### src/rtl/dmem_arbiter.sv
// Two-port arbiter for the shared single-port data memory / MMIO block.
// Each access runs IDLE -> ACCESS -> ACK; port B is fenced off from the MMIO window.
module dmem_arbiter #(
    parameter int                ADDR_W     = 8,
    parameter int                DATA_W     = 8,
    parameter logic [ADDR_W-1:0] MMIO_BASE  = 8'hF0,
    parameter bit                FIXED_PRIO = 1'b0,
    parameter int                LOCK_MAX   = 16
) (
    input  logic              clk,
    input  logic              rst_n,
    input  logic              a_req,
    input  logic              a_we,
    input  logic [ADDR_W-1:0] a_addr,
    input  logic [DATA_W-1:0] a_wdata,
    output logic              a_ack,
    output logic [DATA_W-1:0] a_rdata,
    input  logic              b_req,
    input  logic              b_we,
    input  logic              b_lock,
    input  logic [ADDR_W-1:0] b_addr,
    input  logic [DATA_W-1:0] b_wdata,
    output logic              b_ack,
    output logic [DATA_W-1:0] b_rdata,
    output logic              b_err,
    output logic [ADDR_W-1:0] mem_addr,
    output logic [DATA_W-1:0] mem_wdata,
    output logic              mem_we,
    input  logic [DATA_W-1:0] mem_rdata,
    output logic              busy
);

    localparam logic [1:0] IDLE   = 2'd0;
    localparam logic [1:0] ACCESS = 2'd1;
    localparam logic [1:0] ACK    = 2'd2;

    localparam logic OWN_A = 1'b0;
    localparam logic OWN_B = 1'b1;

    localparam int              CNT_W   = $clog2(LOCK_MAX + 1);
    localparam logic [CNT_W-1:0] CNT_MAX = CNT_W'(LOCK_MAX);

    logic [1:0]       state;
    logic             owner;
    logic             last_owner;
    logic             lat_we;
    logic             lat_lock;
    logic             supp;
    logic             lock_held;
    logic [CNT_W-1:0] lock_cnt;

    logic grant_any;
    logic grant_b;

    // Lock keeps B only until A has waited out LOCK_MAX locked B grants.
    always_comb begin
        grant_any = a_req | b_req;
        grant_b   = 1'b0;
        if (lock_held && b_req)
            grant_b = !(a_req && lock_cnt == CNT_MAX);
        else if (a_req ^ b_req)
            grant_b = b_req;
        else if (a_req && b_req)
            grant_b = FIXED_PRIO ? 1'b0 : (last_owner == OWN_A);
    end

    always_ff @(posedge clk or negedge rst_n) begin
        if (!rst_n) begin
            state      <= IDLE;
            owner      <= OWN_A;
            last_owner <= OWN_B;
            lat_we     <= 1'b0;
            lat_lock   <= 1'b0;
            supp       <= 1'b0;
            lock_held  <= 1'b0;
            lock_cnt   <= '0;
            mem_addr   <= '0;
            mem_wdata  <= '0;
            a_rdata    <= '0;
            b_rdata    <= '0;
        end else begin
            case (state)
                IDLE: begin
                    if (grant_any) begin
                        owner     <= grant_b ? OWN_B : OWN_A;
                        lat_we    <= grant_b ? b_we : a_we;
                        mem_addr  <= grant_b ? b_addr : a_addr;
                        mem_wdata <= grant_b ? b_wdata : a_wdata;
                        lat_lock  <= grant_b & b_lock;
                        supp      <= grant_b && (b_addr >= MMIO_BASE);
                        state     <= ACCESS;
                    end
                end
                ACCESS: begin
                    if (!lat_we) begin
                        if (owner == OWN_B)
                            b_rdata <= supp ? '0 : mem_rdata;
                        else
                            a_rdata <= mem_rdata;
                    end
                    state <= ACK;
                end
                ACK: begin
                    last_owner <= owner;
                    if (owner == OWN_B && lat_lock) begin
                        lock_held <= 1'b1;
                        if (a_req && lock_cnt != CNT_MAX)
                            lock_cnt <= lock_cnt + 1'b1;
                    end else begin
                        lock_held <= 1'b0;
                        lock_cnt  <= '0;
                    end
                    state <= IDLE;
                end
                default: state <= IDLE;
            endcase
        end
    end

    // All outputs decode registered state, so reset drops mem_we asynchronously.
    assign mem_we = (state == ACCESS) && lat_we && !supp;
    assign a_ack  = (state == ACK) && (owner == OWN_A);
    assign b_ack  = (state == ACK) && (owner == OWN_B);
    assign b_err  = (state == ACK) && (owner == OWN_B) && supp;
    assign busy   = (state != IDLE);

endmodule

### config.mk
export PLATFORM = sky130hd
export DESIGN_NAME = dmem_arbiter
export DESIGN_NICKNAME = d
export VERILOG_FILES = /design/src/rtl/dmem_arbiter.sv
export SDC_FILE = /design/constraint.sdc
export NUM_CORES = 1
export LEC_CHECK = 0
export BUFFER_PORTS_ARGS = -buffer_cell sky130_fd_sc_hd__buf_2
export CAP_MARGIN = 20
export CORE_AREA = 4 4 74 76
export CTS_CLUSTER_DIAMETER = 120
export DETAILED_ROUTE_END_ITERATION = 16
export DIE_AREA = 0 0 78 80
export PLACE_DENSITY = 0.78
export REMOVE_ABC_BUFFERS = 1
export SETUP_SLACK_MARGIN = 0.02
export SLEW_MARGIN = 20
export SYNTH_ARGS = -nofsm -noshare
export SYNTH_HDL_FRONTEND = slang
export SYNTH_SLANG_ARGS = --single-unit
export TNS_END_PERCENT = 1
### constraint.sdc
create_clock -name clk -period 2 [get_ports clk]
set_input_delay 0.1 -clock clk [delete_from_list [all_inputs] [get_ports clk]]
set_output_delay 0.1 -clock clk [all_outputs]
set_load 0.01 [all_outputs]
; Word-level counts from Yosys, hierarchy flattened
; Index checks and enable logic that the tools add are counted.
[word_totals]
ff_bits = 45
out_inout_bits = 37
wordCells = 58
[classes]
n_addsub = 1
order_cmp = 1
eq_ne = 6
mux = 13
n_bitwise = 6
reduce_logical = 19
[ops]
columns = cell, count
row1 = $mux 8, 3
row2 = $logic_and 1x1->1, 11
row3 = $mux 5, 2
row4 = $ge 8x8->1 const B, 1
row5 = $mux 1, 6
row6 = $reduce_and 3->1, 2
row7 = $add 5x1->5 const B, 1
row8 = $eq 5x5->1 const B, 1
row9 = $ne 5x5->1 const B, 1
row10 = $pmux 2 s2, 1
row11 = $reduce_and 2->1, 2
row12 = $not 1->1, 3
row13 = $eq 2x1->1 const B, 1
row14 = $eq 2x2->1 const B, 1
row15 = $logic_not 1->1, 2
row16 = $logic_not 2->1, 1
row17 = $mux 2, 1
row18 = $ne 2x1->1 const B, 1
row19 = $ne 2x2->1 const B, 1
row20 = $reduce_bool 2->1, 1
row21 = $and 1x1->1, 1
row22 = $or 1x1->1, 1
row23 = $xor 1x1->1, 1

; Logic depth before layout (Yosys ltp)
[logic_depth]
depth_word = 5
depth_mapped = 10
mapped_depth_nobuf = 6

; Worst setup path before layout
; No wires, ideal clock.
[synth_path]
path_type = input-to-reg
startpoint = in a_req
endpoint = reg mem_addr[0]
setup_ns = 0.079
arrival_time_ns = 1.509
slack_ns = 0.411
path_stages = 10
path_cell_list = clkbuf_1 -> inv_1 -> ha_1 -> buf_6 -> or3_1 -> buf_6 -> clkinv_4 -> buf_4 -> a21oi_1 -> mux2i_1
[synth_between]
elab_chain_len = 5
word_cells_on_any_way = 10
[synth_lines]
columns = element, line_no
row1 = start: declaration, 12  ; input logic a_req,
row2 = $logic_and 1x1->1, 63  ; else if (a_req && b_req)
row3 = $mux 1, 63
row4 = $mux 1, 61  ; else if (a_req ^ b_req)
row5 = $mux 1, 59  ; if (lock_held && b_req)
row6 = $mux 8, 87  ; mem_addr <= grant_b ? b_addr : a_addr;
row7 = end signal: assignment, 87
row8 = end: declaration, 26  ; output logic [ADDR_W-1:0] mem_addr,
; Several ways; a longest one is shown, not always the timed one.
; A chain may end at the register's enable or synchronous reset.

; Worst setup path after layout
[layout_path]
startpoint = reg lock_cnt[1]
endpoint = reg mem_addr[4]
[layout_between]
elab_chain_len = 5
[layout_lines]
columns = element, line_no
row1 = start: declaration, 50  ; logic [CNT_W-1:0] lock_cnt;
row2 = start signal: assignment, 108  ; lock_cnt <= lock_cnt + 1'b1;
row3 = $eq 5x5->1, 60  ; grant_b = !(a_req && lock_cnt == CNT_MAX);
row4 = $logic_and 1x1->1, 60
row5 = $logic_not 1->1, 60
row6 = $mux 1, 59
row7 = $mux 8, 87
; Every way passes these cells.

==> impl_metrics.json <==
{
  "crit_slowest_cell": "dfrtp_1",
  "ant_nets": 0,
  "gr-usage-all-layers": 0.1707,
  "synth-seq-area-share": 0.4862,
  "worst_setup_path_end_kind": "flip-flop",
  "design_area_um2": 2897,
  "relSlewSlack": 0.4539,
  "tritoncts": "yes",
  "leakagePower_nw": 1.457,
  "power_per_cell_area_nw_per_um2": 1419,
  "grt_max_degree": 37,
  "synthTopCellsByCount": "dfrtp_1, a21oi_1, mux2i_1, o31a_1, nand2_1",
  "io_pins": 84,
  "synth_cells": 218,
  "grt.overflow.total": 0,
  "dieHeight_um": 80,
  "synth_top_area_cell": "dfrtp_1",
  "post-cts-setup-buffers": 0,
  "avgSynthCellArea_um2": 10.64,
  "routed.top_layer": "met4",
  "worstPathMaxFanout": 20,
  "cts_buffers": 5,
  "finalCritPeriodShare": 0.8379,
  "drv_cap": 0,
  "port-buffer-count": 83,
  "yosys_warnings": 0,
  "fin_nets": 351,
  "diodes": 0,
  "synth_most_common_cell": "dfrtp_1",
  "worst_path_largest_cell_delay_ns": 0.41,
  "clock_sinks": 45,
  "cp.arrival_ns": 1.90,
  "drt-met1-wl_um": 2344,
  "grt_pass1_wl_um": 8625,
  "finalSetupViolCount": 0,
  "path_cells": "inv_1 -> ha_1 -> nand4bb_1 -> o22ai_2 -> buf_12 -> mux2i_1",
  "vias": 1939,
  "ys.flop_type": "dfrtp_1",
  "h-tree-depth": 2,
  "fin_crit_ns": 1.676,
  "clk_pin_slew_ns": 0.08,
  "hold_viol_final": 0,
  "finalWorstSetupSlack_ns": 0.3242,
  "wl_per_cell_um": 14.34,
  "die-area_um2": 6240,
  "syn-cell-area_um2": 2318,
  "min_path_type": "in -> reg",
  "cts_resized": 0,
  "antenna_found_initial": 0,
  "syn2layout_area_growth_pct": 24.93,
  "critical_path_class": "reg -> reg",
  "first_pass_iters": 4,
  "cts_root_buf": "clkbuf_8",
  "cp_data_required_time_ns": 2.22,
  "async_reset_ff_frac": 1.000,
  "wl_met3_um": 431,
  "drt_wl_total_um": 5263,
  "synth-seq-cells": 45,
  "synth_top_area_frac": 0.4749,
  "max_freq_mhz": 596.7,
  "clk_path_buf_depth": 2,
  "drt_iter0_markers": 100,
  "vias_per_cell": 5.283,
  "irDropWorstVdd_mv": 0.6582,
  "start_kind": "flip-flop",
  "status": "finished, final reports clean",
  "drive_above_1_share": 0.3667,
  "fp.coreArea_um2": 4723,
  "yosys-top-cells-area": "dfrtp_1, a21oi_1, mux2i_1, o31a_1, mux2_2",
  "place_ws_ns": 0.3288,
  "finClkSkew_ns": 0.009761,
  "initial_core_util": 0.4909,
  "worst_pin_slew_ns": 0.8192,
  "gp_congestion": 0.8265,
  "clk_latency_ns": 0.29,
  "power.total_mw": 4.110,
  "die_w_um": 78,
  "rsz0062_at_grt": "false",
  "hpwl_um": 3820,
  "placed_area_um2": 2783,
  "wl_met2_um": 2444,
  "grt_pass1_vias": 1905,
  "synth_edf_count": 0,
  "finalMaxSlewViolations": 0,
  "yosysUniqueCellTypes": 40,
  "drc": 0,
  "rows": 25
}
-- through the flow --
stage	instances	setup TNS (ns)	hold slack, ns	utilization
after CTS	367	0	0.03196	0.6132
after detailed placement	359	0	0.2418	0.5891
final	367	0	0.03544	0.6132
after floorplan	203	-9.940	-0.1956	-
after global placement	359	0	0.2373	0.5891
after global routing	367	0	0.04546	0.6132
-- critical path: cells and delay by family, from the launching register on --
kind                     cells  cell delay [ns]
AO/OA/AOI/OAI                1             0.30
adder cells (fa/ha/maj)      1             0.14
buffers and inverters        2             0.30
flip-flops                   1             0.41
multiplexers                 1             0.20
AND/OR/NAND/NOR              1             0.25
-- logic make-up after synthesis --
group | share of synthesized area
buffers and inverters | 0.05288
adders and majority gates | 0.02159
AOI/OAI and AO/OA | 0.2008
and+or+nand+nor | 0.1263
DFF | 0.4862
muxes | 0.1123
-- cell usage in the layout (no fill, tap or decap), types with 2 or more instances in the layout --
cell,synthesis,layout
a21o_1,2,2
a21oi_1,36,36
a31oi_1,2,2
and2_1,2,2
buf_2,1,83
buf_4,3,5
clkbuf_8,0,5
dfrtp_1,44,44
ha_1,4,4
inv_1,4,4
mux2_2,8,8
mux2i_1,17,17
nand2_1,15,15
nand2b_1,9,9
nand4_1,3,3
nand4bb_1,2,2
nor2_1,2,2
nor2b_1,2,2
o21ai_0,13,13
o31a_1,17,17
or3_1,3,3
-- path summary, 6_finish.rpt --
check	startpoint	endpoint	slack, ns	cells past startpoint
max in group asynchronous	rst_n	mem_wdata[6]	0.95	3
worst max-delay path	lock_cnt[1]	mem_addr[4]	0.32	6
worst min-delay path	b_lock	lat_lock	0.04	3
min in group asynchronous	rst_n	b_rdata[0]	0.44	2
worst min register to register	b_rdata[1]	b_rdata[1]	0.48	2
worst max register to register	lock_cnt[1]	mem_addr[4]	0.32	6
-- sequential cells by signal (all words and copies together) (netlist names) --
register and flops:
lat_we 1, last_owner 1, a_rdata 8, owner 1
lat_lock 1, b_rdata 8, state 2, supp 1
mem_addr 8, lock_cnt 5, mem_wdata 8, lock_held 1
-- timing repair --
item,4_1_cts,5_1_grt
hold endpoints to repair,33,0
endpoints found under the setup margin,0,0
hold buffers,1,0
-- power breakdown --
part	internal (mW)	switching, mW
Sequential	1.31	0.259
Combinational	0.888	1.00
Clock	0.363	0.285
-- routing by layer --
metal  vias up  GRT usage
met2        68     0.2911
met5         -          0
met4         0    0.04196
li1        954          -
met3         5    0.04966
met1       912     0.2131
-- final cells by class --
| cell class | instances | area (um^2) |
|---|---|---|
| clock inverters | 2 | 35.03 |
| inverters | 5 | 23.77 |
| clock buffers | 5 | 68.82 |
| multi-input cells | 153 | 1075 |
| fillers | 407 | 1827 |
| flip-flops and latches | 45 | 1127 |
| repair buffers | 90 | 483.0 |
| well taps | 67 | 83.83 |
No activity file was read; power rests on OpenSTA's default activity.
